**src/rtl/heap_access_arbiter_pkg.sv**
```systemverilog
// Shared types and constants for the heap access arbiter: FSM state encoding,
// command op codes and the heap's key extremes.
package heap_access_arbiter_pkg;

   localparam int unsigned HEAP_W_D = 32;
   localparam logic [HEAP_W_D-1:0] HEAP_MAX_VALUE = 32'hffff_ffff;
   localparam logic [HEAP_W_D-1:0] HEAP_MIN_VALUE = 32'h0000_0000;

   typedef enum logic [2:0] {
      ST_IDLE     = 3'd0,
      ST_PUSH     = 3'd1,
      ST_POP      = 3'd2,
      ST_WAIT     = 3'd3,
      ST_EMPTYRSP = 3'd4,
      ST_CLR      = 3'd5
   } state_e;

   typedef enum logic {
      OP_PUSH = 1'b0,
      OP_POP  = 1'b1
   } op_e;

endpackage

```
**src/rtl/heap_access_arbiter_rr_select.sv**
```systemverilog
// Round-robin picker: first asserted request at or after ptr, wrapping modulo N_REQ.
module heap_access_arbiter_rr_select
   import heap_access_arbiter_pkg::*;
#(
   parameter int unsigned N_REQ = 4,
   parameter int unsigned W_ID  = 2
) (
   input  logic [N_REQ-1:0] req,
   input  logic [W_ID-1:0]  ptr,
   output logic [N_REQ-1:0] grant_c,
   output logic [W_ID-1:0]  idx_c,
   output logic             any_c
);

   always_comb begin : pick
      int unsigned cand;
      logic [W_ID-1:0] cand_idx;
      grant_c  = '0;
      idx_c    = '0;
      any_c    = 1'b0;
      cand     = 0;
      cand_idx = '0;
      for (int unsigned off = 0; off < N_REQ; off++) begin
         cand = int'(ptr) + off;
         if (cand >= N_REQ) cand = cand - N_REQ;
         cand_idx = W_ID'(cand);
         if (!any_c && req[cand_idx]) begin
            any_c             = 1'b1;
            grant_c[cand_idx] = 1'b1;
            idx_c             = cand_idx;
         end
      end
   end

endmodule

```
**src/rtl/heap_access_arbiter.sv**
```systemverilog
// Shares one heap priority queue between N_REQ requesters: round-robin push/pop
// serialisation, pop-result routing, local empty-pop answers and heap clear sequencing.
module heap_access_arbiter
   import heap_access_arbiter_pkg::*;
#(
   parameter int unsigned     N_REQ     = 4,
   parameter int unsigned     W_ID      = 2,
   parameter int unsigned     W_D       = 32,
   parameter logic [W_D-1:0]  EMPTY_VAL = W_D'(HEAP_MAX_VALUE)
) (
   input  logic                 CLK,
   input  logic                 RST_N,
   input  logic [N_REQ-1:0]     req_push,
   input  logic [N_REQ-1:0]     req_pop,
   input  logic [N_REQ*W_D-1:0] req_data,
   output logic [N_REQ-1:0]     req_grant,
   output logic [N_REQ-1:0]     resp_valid,
   output logic [W_D-1:0]       resp_data,
   output logic                 resp_empty,
   input  logic                 clear_req,
   output logic                 clear_done,
   output logic                 busy,
   output logic                 heap_write_valid,
   input  logic                 heap_write_ready,
   output logic [W_D-1:0]       heap_write_data,
   output logic                 heap_read_req_valid,
   input  logic                 heap_read_req_ready,
   input  logic                 heap_read_data_valid,
   input  logic [W_D-1:0]       heap_read_data,
   input  logic                 heap_read_empty,
   output logic                 heap_reset_state
);

   state_e           state_q, state_d;
   logic [W_ID-1:0]  ptr_q, ptr_d;
   logic [W_ID-1:0]  id_q, id_d;
   logic [N_REQ-1:0] grant_q, grant_d;
   logic [N_REQ-1:0] resp_valid_q, resp_valid_d;
   logic [W_D-1:0]   resp_data_q, resp_data_d;
   logic             resp_empty_q, resp_empty_d;
   logic             clear_done_q, clear_done_d;
   logic             clear_pending_q, clear_pending_d;
   logic             busy_q, busy_d;
   logic             write_valid_q, write_valid_d;
   logic [W_D-1:0]   write_data_q, write_data_d;
   logic             read_req_valid_q, read_req_valid_d;
   logic             reset_state_q, reset_state_d;

   logic [N_REQ-1:0] sel_req_c;
   logic [N_REQ-1:0] sel_grant_c;
   logic [W_ID-1:0]  sel_idx_c;
   logic             sel_any_c;
   logic [N_REQ-1:0] id_onehot_c;
   logic [W_D-1:0]   req_data_arr [N_REQ];

   for (genvar g = 0; g < N_REQ; g++) begin : g_slice
      assign req_data_arr[g] = req_data[g*W_D +: W_D];
   end

   // The requester whose grant is pulsing may still hold its request this cycle.
   assign sel_req_c   = (req_push | req_pop) & ~grant_q;
   assign id_onehot_c = N_REQ'(1) << id_q;

   heap_access_arbiter_rr_select #(
      .N_REQ (N_REQ),
      .W_ID  (W_ID)
   ) u_rr_select (
      .req     (sel_req_c),
      .ptr     (ptr_q),
      .grant_c (sel_grant_c),
      .idx_c   (sel_idx_c),
      .any_c   (sel_any_c)
   );

   always_comb begin
      state_d          = state_q;
      ptr_d            = ptr_q;
      id_d             = id_q;
      grant_d          = '0;
      resp_valid_d     = '0;
      resp_data_d      = resp_data_q;
      resp_empty_d     = resp_empty_q;
      clear_done_d     = 1'b0;
      clear_pending_d  = clear_pending_q | clear_req;
      write_valid_d    = write_valid_q;
      write_data_d     = write_data_q;
      read_req_valid_d = read_req_valid_q;
      reset_state_d    = 1'b0;

      unique case (state_q)
         ST_IDLE: begin
            if (clear_pending_q) begin
               state_d = ST_CLR;
            end else if (sel_any_c) begin
               id_d  = sel_idx_c;
               ptr_d = (sel_idx_c == W_ID'(N_REQ - 1)) ? '0 : sel_idx_c + W_ID'(1);
               if (req_push[sel_idx_c]) begin
                  write_valid_d = 1'b1;
                  write_data_d  = req_data_arr[sel_idx_c];
                  state_d       = ST_PUSH;
               end else if (heap_read_empty) begin
                  state_d = ST_EMPTYRSP;
               end else begin
                  read_req_valid_d = 1'b1;
                  state_d          = ST_POP;
               end
            end
         end
         ST_PUSH: begin
            if (heap_write_ready) begin
               grant_d       = id_onehot_c;
               write_valid_d = 1'b0;
               state_d       = ST_IDLE;
            end
         end
         ST_POP: begin
            if (heap_read_req_ready) begin
               grant_d          = id_onehot_c;
               read_req_valid_d = 1'b0;
               state_d          = ST_WAIT;
            end
         end
         ST_WAIT: begin
            if (heap_read_data_valid) begin
               resp_data_d  = heap_read_data;
               resp_empty_d = 1'b0;
               resp_valid_d = id_onehot_c;
               state_d      = ST_IDLE;
            end
         end
         ST_EMPTYRSP: begin
            grant_d      = id_onehot_c;
            resp_valid_d = id_onehot_c;
            resp_data_d  = EMPTY_VAL;
            resp_empty_d = 1'b1;
            state_d      = ST_IDLE;
         end
         ST_CLR: begin
            // Only reset the heap once it is idle and able to accept.
            if (heap_write_ready) begin
               reset_state_d   = 1'b1;
               clear_done_d    = 1'b1;
               clear_pending_d = clear_req;
               state_d         = ST_IDLE;
            end
         end
         default: state_d = ST_IDLE;
      endcase

      busy_d = (state_d != ST_IDLE);
   end

   always_ff @(posedge CLK or negedge RST_N) begin
      if (!RST_N) begin
         state_q          <= ST_IDLE;
         ptr_q            <= '0;
         id_q             <= '0;
         grant_q          <= '0;
         resp_valid_q     <= '0;
         resp_data_q      <= '0;
         resp_empty_q     <= 1'b0;
         clear_done_q     <= 1'b0;
         clear_pending_q  <= 1'b0;
         busy_q           <= 1'b0;
         write_valid_q    <= 1'b0;
         write_data_q     <= '0;
         read_req_valid_q <= 1'b0;
         reset_state_q    <= 1'b0;
      end else begin
         state_q          <= state_d;
         ptr_q            <= ptr_d;
         id_q             <= id_d;
         grant_q          <= grant_d;
         resp_valid_q     <= resp_valid_d;
         resp_data_q      <= resp_data_d;
         resp_empty_q     <= resp_empty_d;
         clear_done_q     <= clear_done_d;
         clear_pending_q  <= clear_pending_d;
         busy_q           <= busy_d;
         write_valid_q    <= write_valid_d;
         write_data_q     <= write_data_d;
         read_req_valid_q <= read_req_valid_d;
         reset_state_q    <= reset_state_d;
      end
   end

   assign req_grant           = grant_q;
   assign resp_valid          = resp_valid_q;
   assign resp_data           = resp_data_q;
   assign resp_empty          = resp_empty_q;
   assign clear_done          = clear_done_q;
   assign busy                = busy_q;
   assign heap_write_valid    = write_valid_q;
   assign heap_write_data     = write_data_q;
   assign heap_read_req_valid = read_req_valid_q;
   assign heap_reset_state    = reset_state_q;

endmodule

```
**config.mk**
```make
export PLATFORM = sky130hd
export DESIGN_NAME = heap_access_arbiter
export DESIGN_NICKNAME = d
export VERILOG_FILES = /design/src/rtl/heap_access_arbiter_pkg.sv /design/src/rtl/heap_access_arbiter_rr_select.sv /design/src/rtl/heap_access_arbiter.sv
export SDC_FILE = /design/constraint.sdc
export NUM_CORES = 1
export LEC_CHECK = 0
export ABC_AREA = 1
export BUFFER_PORTS_ARGS = -buffer_cell sky130_fd_sc_hd__buf_2
export CAP_MARGIN = 20
export CORE_MARGIN = 10
export CORE_UTILIZATION = 46
export CTS_CLUSTER_DIAMETER = 40
export DETAILED_ROUTE_END_ITERATION = 12
export GPL_ROUTABILITY_DRIVEN = 0
export GPL_TIMING_DRIVEN = 1
export PLACE_DENSITY_LB_ADDON = 0.25
export SLEW_MARGIN = 20
export SYNTH_ARGS = -nofsm -noshare
export SYNTH_HDL_FRONTEND = slang
export SYNTH_HIERARCHICAL = 1
export SYNTH_SLANG_ARGS = --single-unit
```
**constraint.sdc**
```tcl
create_clock -name CLK -period 3.29 [get_ports CLK]
set_input_delay 0.1645 -clock CLK [delete_from_list [all_inputs] [get_ports CLK]]
set_output_delay 0.1645 -clock CLK [all_outputs]
set_load 0.03 [all_outputs]
```
Word-level counts from Yosys, hierarchy flattened:

Cells that the tools add are included.

* add/subtract/negate cells: 8
* $lt $le $gt $ge: 10
* equality and inequality tests: 14
* shift operators: 1
* multiplexer cells: 58
* bitwise operators: 6
* reductions and logical operators: 17

Operator list (number)
* two-way mux 32 bit: 3
* binary-select mux 32 bit (select 2 bit): 1
* case mux 32 bit (2 select lines): 1
* two-way mux 1 bit: 23
* two-way mux 3 bit: 7
* two-way mux 2 bit: 9
* != test 2 bit, second input constant: 8
* less-than comparator 2 x 3 -> 1 bit, second input constant: 5
* greater-or-equal comparator 3 bit, second input constant: 4
* two-way mux 4 bit: 3
* case mux 3 bit (4 select lines): 1
* case mux 4 bit (3 select lines): 1
* binary-select mux 1 bit (select 2 bit): 5
* case mux 4 bit (2 select lines): 1
* subtractor 2 x 1 -> 2 bit, second input constant: 4
* adder 2 x 2 -> 3 bit, second input constant: 2
* equality test 3 x 2 -> 1 bit, second input constant: 2
* equality test 3 bit, second input constant: 2
* case mux 1 bit (2 select lines): 3
* AND reduction 6 bit: 1
* nonzero test 2 bit: 3
* AND reduction 5 bit: 1
* AND 4 bit: 1
* inverter 4 bit: 1
* other kinds (18): 22

* bits in registers: 85
* output and inout port bits: 78
* logic and storage cells: 127

Depth between registers and ports, before layout:

* word-level depth: 21
* depth in mapped cells: 18

By module:

The synthesis kept the hierarchy.

Modules (own cells, without submodules)
* heap_access_arbiter: times used 1, cells each 584, area each 4429.2 um^2
* heap_access_arbiter_rr_select: times used 1, cells each 74, area each 440.4 um^2

Worst setup path after synthesis:

OpenSTA, ideal clock, no wires.

* path kind: register -> register
* start: register ptr_q[0]
* end: register write_data_q[24], in the netlist heap_write_data[24]
* setup time: 0.119 ns
* arrival time: 2.487 ns
* data required time: 3.171 ns
* setup slack: 0.684 ns
* cell stages (with the launch flop): 16
* path buffers: 2
* period minus slack after synthesis: 2.606 ns
* cells stage by stage: dfrtp_1 > inv_2 > ha_1 > inv_1 > nand3_1 > nand2_1 > nor2_1 > a21oi_1 > nand3_1 > inv_1 > nand3_1 > nand3_2 > buf_6 > buf_4 > nand2_1 > o21ai_2

* longest elaborated chain between the ends: 18

RTL lines
* start, declared: RTL line heap_access_arbiter.sv:35 `logic [W_ID-1:0] ptr_q, ptr_d;`
* start signal, assigned: RTL line heap_access_arbiter.sv:171 `ptr_q <= ptr_d;`
* parallel branches: the longest is 13 deep, another holds adder 2 x 1 -> 3 bit
* two-way mux 2 bit (*): RTL line heap_access_arbiter_rr_select.sv:27 `if (!any_c && req[cand_idx]) begin`
* named net sel_idx_c[1]: RTL line heap_access_arbiter.sv:51 `logic [W_ID-1:0] sel_idx_c;`
* inverter 2 -> 3 bit (implied by the code): RTL line heap_access_arbiter.sv:99 `write_data_d = req_data_arr[sel_idx_c];`
* binary-select mux 32 bit (select 2 bit): RTL line heap_access_arbiter.sv:99
* two-way mux 32 bit (implied by the code) (2 in a row): RTL line heap_access_arbiter.sv:99
* end signal, assigned: RTL line heap_access_arbiter.sv:181 `write_data_q <= write_data_d;`
* end, declared: RTL line heap_access_arbiter.sv:45 `logic [W_D-1:0] write_data_q, write_data_d;`

Mark *: on every way through the listed nets, which the timed path passes. The select of a mux whose other input is x is not followed.
A chain may end at the register's enable or synchronous reset.

Worst setup path after layout:

* start: register ptr_q[0]
* end: register write_data_q[3], in the netlist heap_write_data[3]

The elaborated chain is that of the path after synthesis.

==> flow_metrics.tcl <==
set metrics [dict create \
    status "completed" \
    fill_cells 894 \
    crit_path_max_incr_delay_ns 0.49 \
    rsz0062_at_grt "no" \
    grt_usage_pct 21.3 \
    cp.required_ns 3.57 \
    first_global_vias 5251 \
    worst_pin_slew_ns 0.773 \
    skew_ns 0.0110 \
    cts.path.max_buffers 2 \
    yosysWarningCount 6 \
    leakage_nw 3.43 \
    hold_path_class "primary input to flip-flop" \
    core_um2 9860 \
    swShare_pct 55.4 \
    start_util_pct 47.7 \
    cpMostUsedCell "inv_1" \
    die_h_um 121 \
    io_buffers 252 \
    syn_area_per_cell_um2 7.42 \
    crit_arrival_ns 3.34 \
    worst-setup-path-type "flip-flop to flip-flop" \
    crit_path_end_kind "flip-flop" \
    slew_headroom_pct 48.5 \
    path_max_fanout 65 \
    drv_slew 0 \
    grt_pass1_wl_um 25400 \
    syn-num-nets 811 \
    crit_path_start_kind "flip-flop" \
    io_pins 253 \
    overflow 0 \
    cts_root_buf "clkbuf_8" \
    vdd_drop_max_mv 0.656 \
    syn_inst 634 \
    combPwrFrac_pct 67.1 \
    wl_per_cell_um 16.1 \
    grt_max_degree 86 \
    p_per_area_nw_per_um2 1110 \
    cts_setup_buffers 0 \
    clock.fmax_ghz 0.327 \
    num-nets-final 1050 \
    cts_sinks 85 \
    clk_pin_slew_ns 0.09 \
    viasPerCell 5.11 \
    setup_violations 0 \
    multi_input_area_um2 2140 \
    drt-total-wl_um 16200 \
    syn_area_um2 4700 \
    final_cell_mix "buf_2 (251), nand2_1 (148), nor2_1 (88)" \
    final-hold-violation-count 0 \
    pwr-share-seq_pct 23.3 \
    period_needed_ns 3.06 \
    regArea_um2 2130 \
    utilization_pct 63.3 \
    clkPwrFrac_pct 9.6 \
    first_pass_iters 5 \
    slowest_stage "dfrtp_1" \
    rows 36 \
    area_growth_pct 32.8 \
    cap_violations 0 \
    dp_hpwl_um 12700 \
    cts_buffers 9 \
    p_sw_mw 3.84 \
    first_iter_violations 340 \
    antenna_found_initial 0 \
    die_width_um 121 \
    placed_area_um2 5990 \
    final_common_cell "buf_2" \
    num_vias 5168 \
    finalCritPeriodShare_pct 93.0 \
    clkLatencyLatePin_ns 0.36 \
    internal-power_mw 3.08 \
    dieArea_um2 14700 \
    design_area_um2 6250 \
    drive_above_1_share_pct 35.3 \
    htreeDepth 3 \
    setup_tns_ns 0 \
    drcViolationCount 0 \
    path_cells "inv_2 -> ha_1 -> inv_1 -> nand3_1 -> nand2_1 -> nor2_1 -> a21oi_1 -> nand3_2 -> clkinv_1 -> buf_4 -> o21ai_0 -> o22ai_1 -> inv_1 -> o21ai_1" \
    ant_nets 0 \
    cts_tree "built" \
]
## state kept, by name, indices dropped and copies added (netlist names)
register and count:
state_q 3, heap_write_data 32, ptr_q 2, resp_valid 4
clear_pending_q 1, resp_data 32, req_grant 4, id_q 2
busy 1, heap_read_req_valid 1, resp_empty 1, heap_write_valid 1
heap_reset_state 1
## through the flow
stage	setup slack (ns)	hold slack, ns	power [mW]	std cells
finish	0.229	0.0194	6.92	1011
global route	0.0327	0.00565	7.55	1010
CTS	0.203	0.0000923	6.92	1009
detailed placement	0.213	0.384	6.23	988
global placement	0.496	0.373	6.05	988
floorplan	0.862	-0.131	5.08	634
## path summary, 6_finish.rpt
kind	from	end	slack [ns]	depth (start not counted)
max in group asynchronous	RST_N	heap_write_data[14]	2.32	2
min in group asynchronous	RST_N	heap_write_data[29]	0.38	2
hold reg to reg	resp_data[26]	resp_data[26]	0.47	2
setup reg to reg	ptr_q[0]	heap_write_data[3]	0.23	14
hold / removal	heap_read_data[19]	resp_data[19]	0.02	3
setup / recovery	ptr_q[0]	heap_write_data[3]	0.23	14
## routing by layer
layer	wire length [µm]	GRT usage, %	vias to the layer above
met4	333	6.04	0
met2	8740	39.8	223
met5	0	0	-
met3	1390	8.24	37
met1	5780	21.3	2374
li1	-	-	2534
## layout make-up
type                       count  area share, %
inverter                      61           3.67
timing repair buffer         265           22.5
clock inverter                 6          0.761
clock buffer                   9           1.98
tap                          133           2.66
multi-input combinational    451           34.3
sequential                    85           34.0
antenna                        1         0.0401
## power groups by stage
stage	logic, mW	clock network [mW]	registers, mW
5_1_grt	5.16	0.732	1.66
3_5_place_dp	4.61	0	1.62
3_3_place_gp	4.44	0	1.61
2_1_floorplan	2.86	0	2.22
6_report	4.64	0.665	1.61
4_1_cts	4.62	0.691	1.61
## worst max-delay path: cells and delay by family (launching register included)
family,cells,cell delay [ns]
buffers and inverters,5,0.96
adder cells (fa/ha/maj),1,0.40
AO/OA/AOI/OAI,4,0.69
AND/OR/NAND/NOR,4,0.42
flip-flops,1,0.49
## timing repair
item	4_1_cts	5_1_grt
endpoints found under the hold margin	6	85
setup endpoints to repair	0	23
hold buffers	6	1
gates resized for setup	0	1
(Power assumes the default switching activity.)
